--- src/rtl/game_health_pkg.sv ---
// Shared definitions for the player health runtime: state encoding and fixed widths.
package game_health_pkg;

    localparam int unsigned HP_W_DEF = 10;
    localparam int unsigned DMG_W    = 7;

    typedef enum logic [1:0] {
        ALIVE  = 2'd0,
        INVULN = 2'd1,
        DEAD   = 2'd2
    } health_state_e;

endpackage

--- src/rtl/player_health_runtime_tick_timer.sv ---
// tick_timer: loadable down-counter advanced by an enable, with a one-cycle expiry flag
// on the enable that takes it from 1 to 0. Load beats decrement; clear beats load.
module tick_timer #(
    parameter int unsigned W = 8
) (
    input  logic         clk,
    input  logic         reset,
    input  logic         clear,
    input  logic         load,
    input  logic [W-1:0] load_val,
    input  logic         dec,
    output logic         expire_c
);

    logic [W-1:0] count;

    assign expire_c = dec && (count == W'(1));

    always_ff @(posedge clk) begin
        if (reset || clear) begin
            count <= '0;
        end else if (load) begin
            count <= load_val;
        end else if (dec && (count != '0)) begin
            count <= count - W'(1);
        end
    end

endmodule

--- src/rtl/player_health_runtime.sv ---
// Turns the player overlap level into damage events with i-frames, sprite blink and death.
// Optional health regeneration is built when HEALTH_REGEN_EN is defined.
module player_health_runtime
    import game_health_pkg::*;
#(
    parameter int unsigned HP_W         = HP_W_DEF,
    parameter int unsigned IFRAME_TICKS = 100,
    parameter int unsigned BLINK_TICKS  = 10
`ifdef HEALTH_REGEN_EN
    ,
    parameter int unsigned REGEN_DELAY  = 300,
    parameter int unsigned REGEN_PERIOD = 50
`endif
) (
    input  logic             clk,
    input  logic             reset,
    input  logic             tick_cs,
    input  logic             stage_reset,
    input  logic [HP_W-1:0]  healt_max,
    input  logic             hit,
    input  logic [DMG_W-1:0] damage,
    output logic [HP_W-1:0]  healt_current,
    output logic             invulnerable,
    output logic             player_visible,
    output logic             hit_pulse,
    output logic             dead
);

    localparam int unsigned IFRAME_W = $clog2(IFRAME_TICKS + 1);
    localparam int unsigned BLINK_W  = $clog2(BLINK_TICKS + 1);
    localparam int unsigned CMP_W    = (HP_W > DMG_W) ? HP_W : DMG_W;

    if (IFRAME_TICKS == 0) begin : g_bad_iframe
        $error("IFRAME_TICKS must be >= 1");
    end
    if (BLINK_TICKS == 0) begin : g_bad_blink
        $error("BLINK_TICKS must be >= 1");
    end

    health_state_e   state, state_d;
    logic [HP_W-1:0] health_d, max_q, max_d, hit_health;
    logic            visible_d, pulse_d;
    logic            hit_accept, inv_tick, iframe_exp, blink_exp;

    assign hit_accept = !stage_reset && (state == ALIVE) && hit;
    assign inv_tick   = !stage_reset && (state == INVULN) && tick_cs;

    tick_timer #(.W(IFRAME_W)) u_iframe (
        .clk      (clk),
        .reset    (reset),
        .clear    (stage_reset),
        .load     (hit_accept),
        .load_val (IFRAME_W'(IFRAME_TICKS)),
        .dec      (inv_tick),
        .expire_c (iframe_exp)
    );

    tick_timer #(.W(BLINK_W)) u_blink (
        .clk      (clk),
        .reset    (reset),
        .clear    (stage_reset),
        .load     (hit_accept || blink_exp),
        .load_val (BLINK_W'(BLINK_TICKS)),
        .dec      (inv_tick),
        .expire_c (blink_exp)
    );

`ifdef HEALTH_REGEN_EN
    if (REGEN_PERIOD == 0) begin : g_bad_period
        $error("REGEN_PERIOD must be >= 1");
    end

    // Quiet delay first, then a free-running period timer while regen_phase is set.
    localparam int unsigned QUIET_W = $clog2(REGEN_DELAY + 2);
    localparam int unsigned PER_W   = $clog2(REGEN_PERIOD + 1);

    logic regen_restart, alive_tick, regen_phase, quiet_exp, per_exp;

    assign regen_restart = stage_reset || hit_accept;
    assign alive_tick    = !stage_reset && (state == ALIVE) && !hit && tick_cs;

    tick_timer #(.W(QUIET_W)) u_quiet (
        .clk      (clk),
        .reset    (reset),
        .clear    (1'b0),
        .load     (regen_restart),
        .load_val (QUIET_W'(REGEN_DELAY)),
        .dec      (alive_tick && !regen_phase),
        .expire_c (quiet_exp)
    );

    tick_timer #(.W(PER_W)) u_period (
        .clk      (clk),
        .reset    (reset),
        .clear    (1'b0),
        .load     (regen_restart || per_exp),
        .load_val (PER_W'(REGEN_PERIOD)),
        .dec      (alive_tick && regen_phase),
        .expire_c (per_exp)
    );

    always_ff @(posedge clk) begin
        if (reset) begin
            regen_phase <= 1'b0;
        end else if (regen_restart) begin
            regen_phase <= (REGEN_DELAY == 0);
        end else if (quiet_exp) begin
            regen_phase <= 1'b1;
        end
    end
`endif

    // Next-state and next-output logic; stage_reset overrides everything below it.
    always_comb begin
        state_d    = state;
        health_d   = healt_current;
        max_d      = max_q;
        visible_d  = player_visible;
        pulse_d    = 1'b0;
        hit_health = '0;
        if (CMP_W'(healt_current) > CMP_W'(damage)) begin
            hit_health = healt_current - HP_W'(damage);
        end

        if (stage_reset) begin
            max_d     = healt_max;
            health_d  = healt_max;
            visible_d = 1'b1;
            state_d   = (healt_max == '0) ? DEAD : ALIVE;
        end else begin
            unique case (state)
                ALIVE: begin
                    if (hit) begin
                        pulse_d  = 1'b1;
                        health_d = hit_health;
                        if (hit_health == '0) begin
                            state_d = DEAD;
                        end else begin
                            state_d   = INVULN;
                            visible_d = 1'b0;
                        end
                    end
`ifdef HEALTH_REGEN_EN
                    else if (per_exp && (healt_current < max_q)) begin
                        health_d = healt_current + HP_W'(1);
                    end
`endif
                end
                INVULN: begin
                    if (iframe_exp) begin
                        state_d   = ALIVE;
                        visible_d = 1'b1;
                    end else if (blink_exp) begin
                        visible_d = !player_visible;
                    end
                end
                DEAD: begin
                    health_d = '0;
                end
                default: begin
                    state_d = DEAD;
                end
            endcase
        end
    end

    always_ff @(posedge clk) begin
        if (reset) begin
            state          <= DEAD;
            healt_current  <= '0;
            max_q          <= '0;
            invulnerable   <= 1'b0;
            player_visible <= 1'b1;
            hit_pulse      <= 1'b0;
            dead           <= 1'b1;
        end else begin
            state          <= state_d;
            healt_current  <= health_d;
            max_q          <= max_d;
            invulnerable   <= (state_d == INVULN);
            player_visible <= visible_d;
            hit_pulse      <= pulse_d;
            dead           <= (state_d == DEAD);
        end
    end

endmodule

--- config.mk ---
export PLATFORM = sky130hd
export DESIGN_NAME = player_health_runtime
export DESIGN_NICKNAME = d
export VERILOG_FILES = /design/src/rtl/game_health_pkg.sv /design/src/rtl/player_health_runtime_tick_timer.sv /design/src/rtl/player_health_runtime.sv
export SDC_FILE = /design/constraint.sdc
export NUM_CORES = 1
export LEC_CHECK = 0
export CAP_MARGIN = 25
export CORE_MARGIN = 5
export CORE_UTILIZATION = 35
export DETAILED_ROUTE_END_ITERATION = 8
export HOLD_SLACK_MARGIN = 0.15
export PLACE_DENSITY_LB_ADDON = 0.15
export SLEW_MARGIN = 25
export SYNTH_ARGS = -nofsm -noshare
export SYNTH_HDL_FRONTEND = slang
export SYNTH_SLANG_ARGS = --single-unit
--- constraint.sdc ---
create_clock -name clk -period 3.7 [get_ports clk]
set_input_delay 0.37 -clock clk [delete_from_list [all_inputs] [get_ports clk]]
set_output_delay 0.37 -clock clk [all_outputs]
set_load 0.02 [all_outputs]
== Yosys cells after proc, flatten, opt, wreduce, memory -nomap -nowiden ==
Cells that the tools add are included.
Storage, ports and cells
  output and inout bits: 14
  memories kept: 0
  memory bits (writable): 0
  bits in latches: 0
  memory bits (read-only): 0
  logic and storage cells: 72
  flip-flop bits (word level): 27
Cells by class
  bitwise operators: 1
  mux-type cells: 20
  equality and inequality tests: 10
  divide/modulo/power cells: 0
  order comparisons: 1
  multipliers: 0
  reduce and logical (&&, ||, !) cells: 27
  add/sub/neg operators: 3
  shift-type cells: 0
Operators with widths (number)
  $mux 10: 3
  $logic_not 10->1: 2
  $pmux 10 s2: 1
  $mux 7: 2
  $gt 10x7->1: 1
  $mux 2: 5
  $sub 10x7->10: 1
  $logic_and 1x1->1: 8
  $mux 4: 2
  $eq 7x1->1 const B: 1
  $reduce_bool 7->1: 1
  $sub 7x1->7 const B: 1
  $ne 3x3->1 const B: 2
  $pmux 2 s3: 1
  $reduce_bool 2->1: 3
  $reduce_or 2->1: 3
  $mux 1: 5
  $eq 2x1->1 const B: 2
  $eq 2x2->1 const B: 2
  $eq 4x1->1 const B: 1
  $ne 2x2->1 const B: 2
  $reduce_and 4->1: 1
  $reduce_bool 4->1: 1
  $sub 4x1->4 const B: 1
  other kinds (8): 10

== Logic depth before layout (Yosys ltp) ==
Gate-level depths: netlist of the first run.
  depth after elaboration: 8
  depth in mapped cells: 10
  mapped depth without buffers: 10

== Hierarchy ==
Synthesis of the first run repeated with hierarchy kept, for this count alone.
Unflattened totals
  cell total of the unflattened synthesis: 228
  area total of the unflattened synthesis: 1850.5 µm²
By module, submodules not included
  player_health_runtime: times used 1, area an instance 1158.6 µm², cells an instance 143
  tick_timer at u_iframe: times used 1, area an instance 421.7 µm², cells an instance 52
  tick_timer at u_blink: times used 1, area an instance 270.3 µm², cells an instance 33

== Worst setup path after synthesis of the first run ==
OpenSTA, ideal clock, no wires.
  kind: register to register
  start point: register healt_current[0]
  end point: register invulnerable
  buffers on the path: 0
  clock period less this slack: 2940 ps
  cell stages (with the launch flop): 9
  path slack: 760 ps
  data arrival time: 2823 ps
  path through: dfxtp_1 -> inv_1 -> ha_1 -> inv_1 -> fa_1 -> or4_1 -> or4_1 -> o41a_1 -> a32o_1
On the way
  cells in the longest elaborated chain, start to end: 8
  elaborated cells between the ends (all ways): 9
  those cells by class: add/sub: 1; order compare: 1; eq/ne: 1; mux: 5; reduce/logical: 1
Ends and longest elaborated chain
  start, declared: RTL line player_health_runtime.sv:22  | output logic [HP_W-1:0] healt_current,
  start signal, assigned: RTL line player_health_runtime.sv:178  | healt_current <= health_d;
  $sub 10x7->10 / $gt 10x7->1 (equally long branches): RTL line player_health_runtime.sv:122, player_health_runtime.sv:121
  $mux 10 (*): RTL line player_health_runtime.sv:121  | if (CMP_W'(healt_current) > CMP_W'(damage)) begin
  $logic_not 10->1 (*): RTL line player_health_runtime.sv:136  | if (hit_health == '0) begin
  $mux 2 (*): RTL line player_health_runtime.sv:136
  $mux 2 (*): RTL line player_health_runtime.sv:133  | if (hit) begin
  $pmux 2 s3 (*): RTL line player_health_runtime.sv:131  | unique case (state)
  $mux 2 (*): RTL line player_health_runtime.sv:125  | if (stage_reset) begin
  $eq 2x1->1 (*): RTL line player_health_runtime.sv:180  | invulnerable <= (state_d == INVULN);
  end signal, assigned: RTL line player_health_runtime.sv:180
  end, declared: RTL line player_health_runtime.sv:23  | output logic invulnerable,
Mark *: on every way between the ends. The rest lies on a longest branch, timed or not.
A chain may end at the register's enable or synchronous reset.

== Final worst setup path of the first run ==
  start point: input port damage[0]
  end point: register state[1]
On the way
  cells in the longest elaborated chain, start to end: 7
  elaborated cells between the ends (all ways): 8
  those cells by class: add/sub: 1; order compare: 1; mux: 5; reduce/logical: 1
Ends and longest elaborated chain
  start, declared: RTL line player_health_runtime.sv:21  | input logic [DMG_W-1:0] damage,
  $sub 10x7->10 / $gt 10x7->1 (equally long branches): RTL line player_health_runtime.sv:122, player_health_runtime.sv:121
  $mux 10 (*): RTL line player_health_runtime.sv:121
  $logic_not 10->1 (*): RTL line player_health_runtime.sv:136
  $mux 2 (*): RTL line player_health_runtime.sv:136
  $mux 2 (*): RTL line player_health_runtime.sv:133
  $pmux 2 s3 (*): RTL line player_health_runtime.sv:131
  $mux 2 (*): RTL line player_health_runtime.sv:125
  end signal, assigned: RTL line player_health_runtime.sv:177  | state <= state_d;
  end, declared: RTL line player_health_runtime.sv:40  | health_state_e state, state_d;
Marks and branches as above.

==> impl_results.md, run 1 <==
- Die outline height: 79.8 um
- Top-level port count: 36
- Peak supply drop: about 150 uV
- Drt first-iter violations: 86
- Sink Count: 27
- Via count of the first global-routing pass: 1584
- Global-route wire length before repair: 7330 um
- Final WL: between 4000 and 5000 um
- CP startpoint kind: primary input
- Tightest Pin Transition: approximately 0.75 ns
- Clock root cell: sky130_fd_sc_hd__clkbuf_8
- Final hold slack: 0.489 ns
- Share of layout cells above drive strength 1: 0.0417
- Number of hold violations in the final report: 0
- FMAX: ~300 MHz
- Maximum fanout along the worst path: 5
- Normalized max-slew margin: 0.495
- Total number of H-tree levels: 1
- Fin area: around 0.0022 mm2
- Via Count: between 1500 and 2000
- Syn nets: between 200 and 250
- Count of hold buffers inserted by post-cts repair: 0
- Post-synth ARST share: 0
- Post-DP HPWL: between 3000 and 4000 um
- # port buffers: 35
- Type of the most critical hold path: reg -> reg
- Flip-flop cell with the highest count after synthesis: sky130_fd_sc_hd__dfxtp_1
- Setup Slack @ Placement: between 0.15 and 0.2 ns
- Final layout net count: around 280
- Total power divided by cell area: between 300 and 400 mW/mm2
- Maximum root-to-sink buffer count: 2
- Routed length per placed instance: 14.4 um
- Die outline width: ~80 um
- Number of rows in the core area: 25
- Number of cells after detailed placement: just over 300
- MaxCap Viol Count: 0
- Utilization of the core after routing: 0.459
- P&R area growth vs syn: 27.2%
- Clock buffers created by TritonCTS: 3
- Unrepaired setup endpoints after global routing: no
- TritonRoute pass-1 iters: 4
- Shortest period the worst path allows: 3.31 ns
- Instance count of the mapped netlist: around 200
- Vias per cell: 5.30
- Cell area after placement: between 0.002 and 0.0025 mm2
- Weighted congestion reported at the end of routability-driven placement: about 0.84
- Synth warn: 0
- Leakage power total: ~0.8 nW
- Worst Path Arrival: approximately 3.5 ns
- Post-CTS setup buffer count: 0
- Power consumption: between 0.6 and 0.7 mW
- Detailed-route DRC error count: 0
- Post-CTS clock slew at the launch and capture registers of the worst setup and hold paths: between 0.1 and 0.15 ns
- Data required time at the worst endpoint: 3.87 ns
- #FFs+latches synth: 27
- Count of distinct cell types in the synthesized netlist: 43
- Number of endpoints failing setup at the final stage: 0
- Post-Layout Cell Count: roughly 310
- Setup TNS: 0 ns
- Outcome: finished, final reports clean
- Endpoint type of the worst setup path: register
- Register-to-Register Path Depth: 10
- Synthesized cell area: around 0.0017 mm2
- Critical path type: in -> reg
- Starting Density: 0.361
- Count of antenna-violating nets left after detailed routing: 0
- Final count of pins violating max slew: 0
- Avg Inst Size Synth: approximately 8.3 um2
- Initial antenna violation count: 0
- Antenna cells: 0
- Worst-case setup margin in the final layout: about 0.39 ns
- Number of instances on the worst hold path: 2
- Total Routing Usage GR: 0.145
- Area of the core: around 0.0047 mm2
- Sequential share of the synthesized area: 0.317
- Maximum number of pins on one net before global-route repair: 23
- Post-synth EDFFs: 0
- Full die area: 0.00636 mm2
- Remaining global-route overflow: 0
- Clock skew after layout: 0.00634 ns
- Period utilization: 0.894
- Insertion delay to the later sink of the worst-skew pair: approximately 0.28 ns
- CTS tree: done
- Resized cells post-CTS: 0
-- cell usage in the layout (no fill, tap or decap), types with 3 or more instances in the layout --
cell                              count
sky130_fd_sc_hd__inv_1               18
sky130_fd_sc_hd__ha_1                12
sky130_fd_sc_hd__xor2_1               6
sky130_fd_sc_hd__nor3_1              11
sky130_fd_sc_hd__clkdlybuf4s50_1     35
sky130_fd_sc_hd__nand2_1              8
sky130_fd_sc_hd__clkbuf_8             3
sky130_fd_sc_hd__nor4b_1              4
sky130_fd_sc_hd__o21ai_0              6
sky130_fd_sc_hd__o21bai_1             3
sky130_fd_sc_hd__nand3_1              5
sky130_fd_sc_hd__a211oi_1             4
sky130_fd_sc_hd__nand4_1              4
sky130_fd_sc_hd__xnor2_1              6
sky130_fd_sc_hd__a221oi_1             8
sky130_fd_sc_hd__nor3b_1              4
sky130_fd_sc_hd__a31oi_1              3
sky130_fd_sc_hd__nand2b_1             4
sky130_fd_sc_hd__a21oi_1             11
sky130_fd_sc_hd__dfxtp_1             27
sky130_fd_sc_hd__nor2_1              25
-- cell usage after synthesis (5+ instances only) --
master	instances	area, um2
sky130_fd_sc_hd__dfxtp_1	27	541
sky130_fd_sc_hd__nor2_1	25	93.8
sky130_fd_sc_hd__inv_1	18	67.6
sky130_fd_sc_hd__ha_1	12	150
sky130_fd_sc_hd__a21oi_1	11	55.1
sky130_fd_sc_hd__nor3_1	11	55.1
sky130_fd_sc_hd__a221oi_1	8	70.1
sky130_fd_sc_hd__nand2_1	8	30.0
sky130_fd_sc_hd__clkbuf_1	6	22.5
sky130_fd_sc_hd__o21ai_0	6	30.0
sky130_fd_sc_hd__xnor2_1	6	52.6
sky130_fd_sc_hd__xor2_1	6	52.6
sky130_fd_sc_hd__nand3_1	5	25.0
-- logic make-up (layout without fill, tap and decap cells) --
group,Yosys count,in the layout,share of synthesized area
fa+ha+maj,13,13,0.0999
compound gates,51,51,0.214
xor+xnor,12,12,0.0617
mux,1,1,0.00661
simple gates,77,77,0.242
buf+inv,25,59,0.0595
flops,27,27,0.317
-- flip-flops by register name (all words and copies together) (netlist names) --
register and cells:
healt_current 10, u_iframe.count 7, state 2, hit_pulse 1, dead 1, u_blink.count 4, player_visible 1, invulnerable 1
-- final timing paths --
path                                  from                            end  slack (ns)
max                              damage[0]            state[1]$_SDFF_PP1_        0.39
min reg2reg  u_blink.count[2]$_SDFFE_PP0P_  u_blink.count[2]$_SDFFE_PP0P_        0.49
min          u_blink.count[2]$_SDFFE_PP0P_  u_blink.count[2]$_SDFFE_PP0P_        0.49
max reg2reg  healt_current[0]$_SDFFE_PP0P_            state[1]$_SDFF_PP1_        0.53
-- power by group --
group / switching, mW / internal, mW / leakage, nW
Sequential: 0.0119 / 0.303 / 0.220
Clock: 0.104 / 0.0767 / 0.0217
Combinational: 0.103 / 0.0888 / 0.550
-- per-layer routing --
layer | global-route usage | up-vias | wire length (um)
met2 | 0.222 | 45 | 1890
met5 | 0 | - | 0
met3 | 0.0282 | 4 | 313
li1 | - | 828 | -
met4 | 0.0507 | 0 | 40
met1 | 0.203 | 750 | 2160
-- worst max-delay path: stages --
cell and delay (ns):
sky130_fd_sc_hd__clkdlybuf4s50_1 0.46, sky130_fd_sc_hd__ha_1 0.15, sky130_fd_sc_hd__inv_1 0.05, sky130_fd_sc_hd__fa_1 0.40, sky130_fd_sc_hd__a21oi_1 0.28, sky130_fd_sc_hd__o22ai_1 0.20
sky130_fd_sc_hd__a21oi_1 0.35, sky130_fd_sc_hd__mux2_1 0.39, sky130_fd_sc_hd__o41a_1 0.51, sky130_fd_sc_hd__o41ai_1 0.31
-- final cells by class --
class                           instances  area (um2)
Clock buffer                            3        41.3
Clock inverter                          1        7.51
Fill cell                             481        2550
Inverter                               18        67.6
Multi-Input combinational cell        154        1060
Sequential cell                        27         541
Tap cell                               67        83.8
Timing Repair Buffer                   37         365
Power figures use the tool's default switching activity.
==> run 2, diff against run 1 <==
--- a/config.mk
+++ b/config.mk
@@ -8,6 +8,7 @@
 export CAP_MARGIN = 25
 export CORE_MARGIN = 5
 export CORE_UTILIZATION = 35
+export CTS_CLUSTER_DIAMETER = 100
 export DETAILED_ROUTE_END_ITERATION = 8
 export HOLD_SLACK_MARGIN = 0.15
 export PLACE_DENSITY_LB_ADDON = 0.15
==> results of run 2 <==
No change in the layout: final DEF, timing and power equal those of run 1.
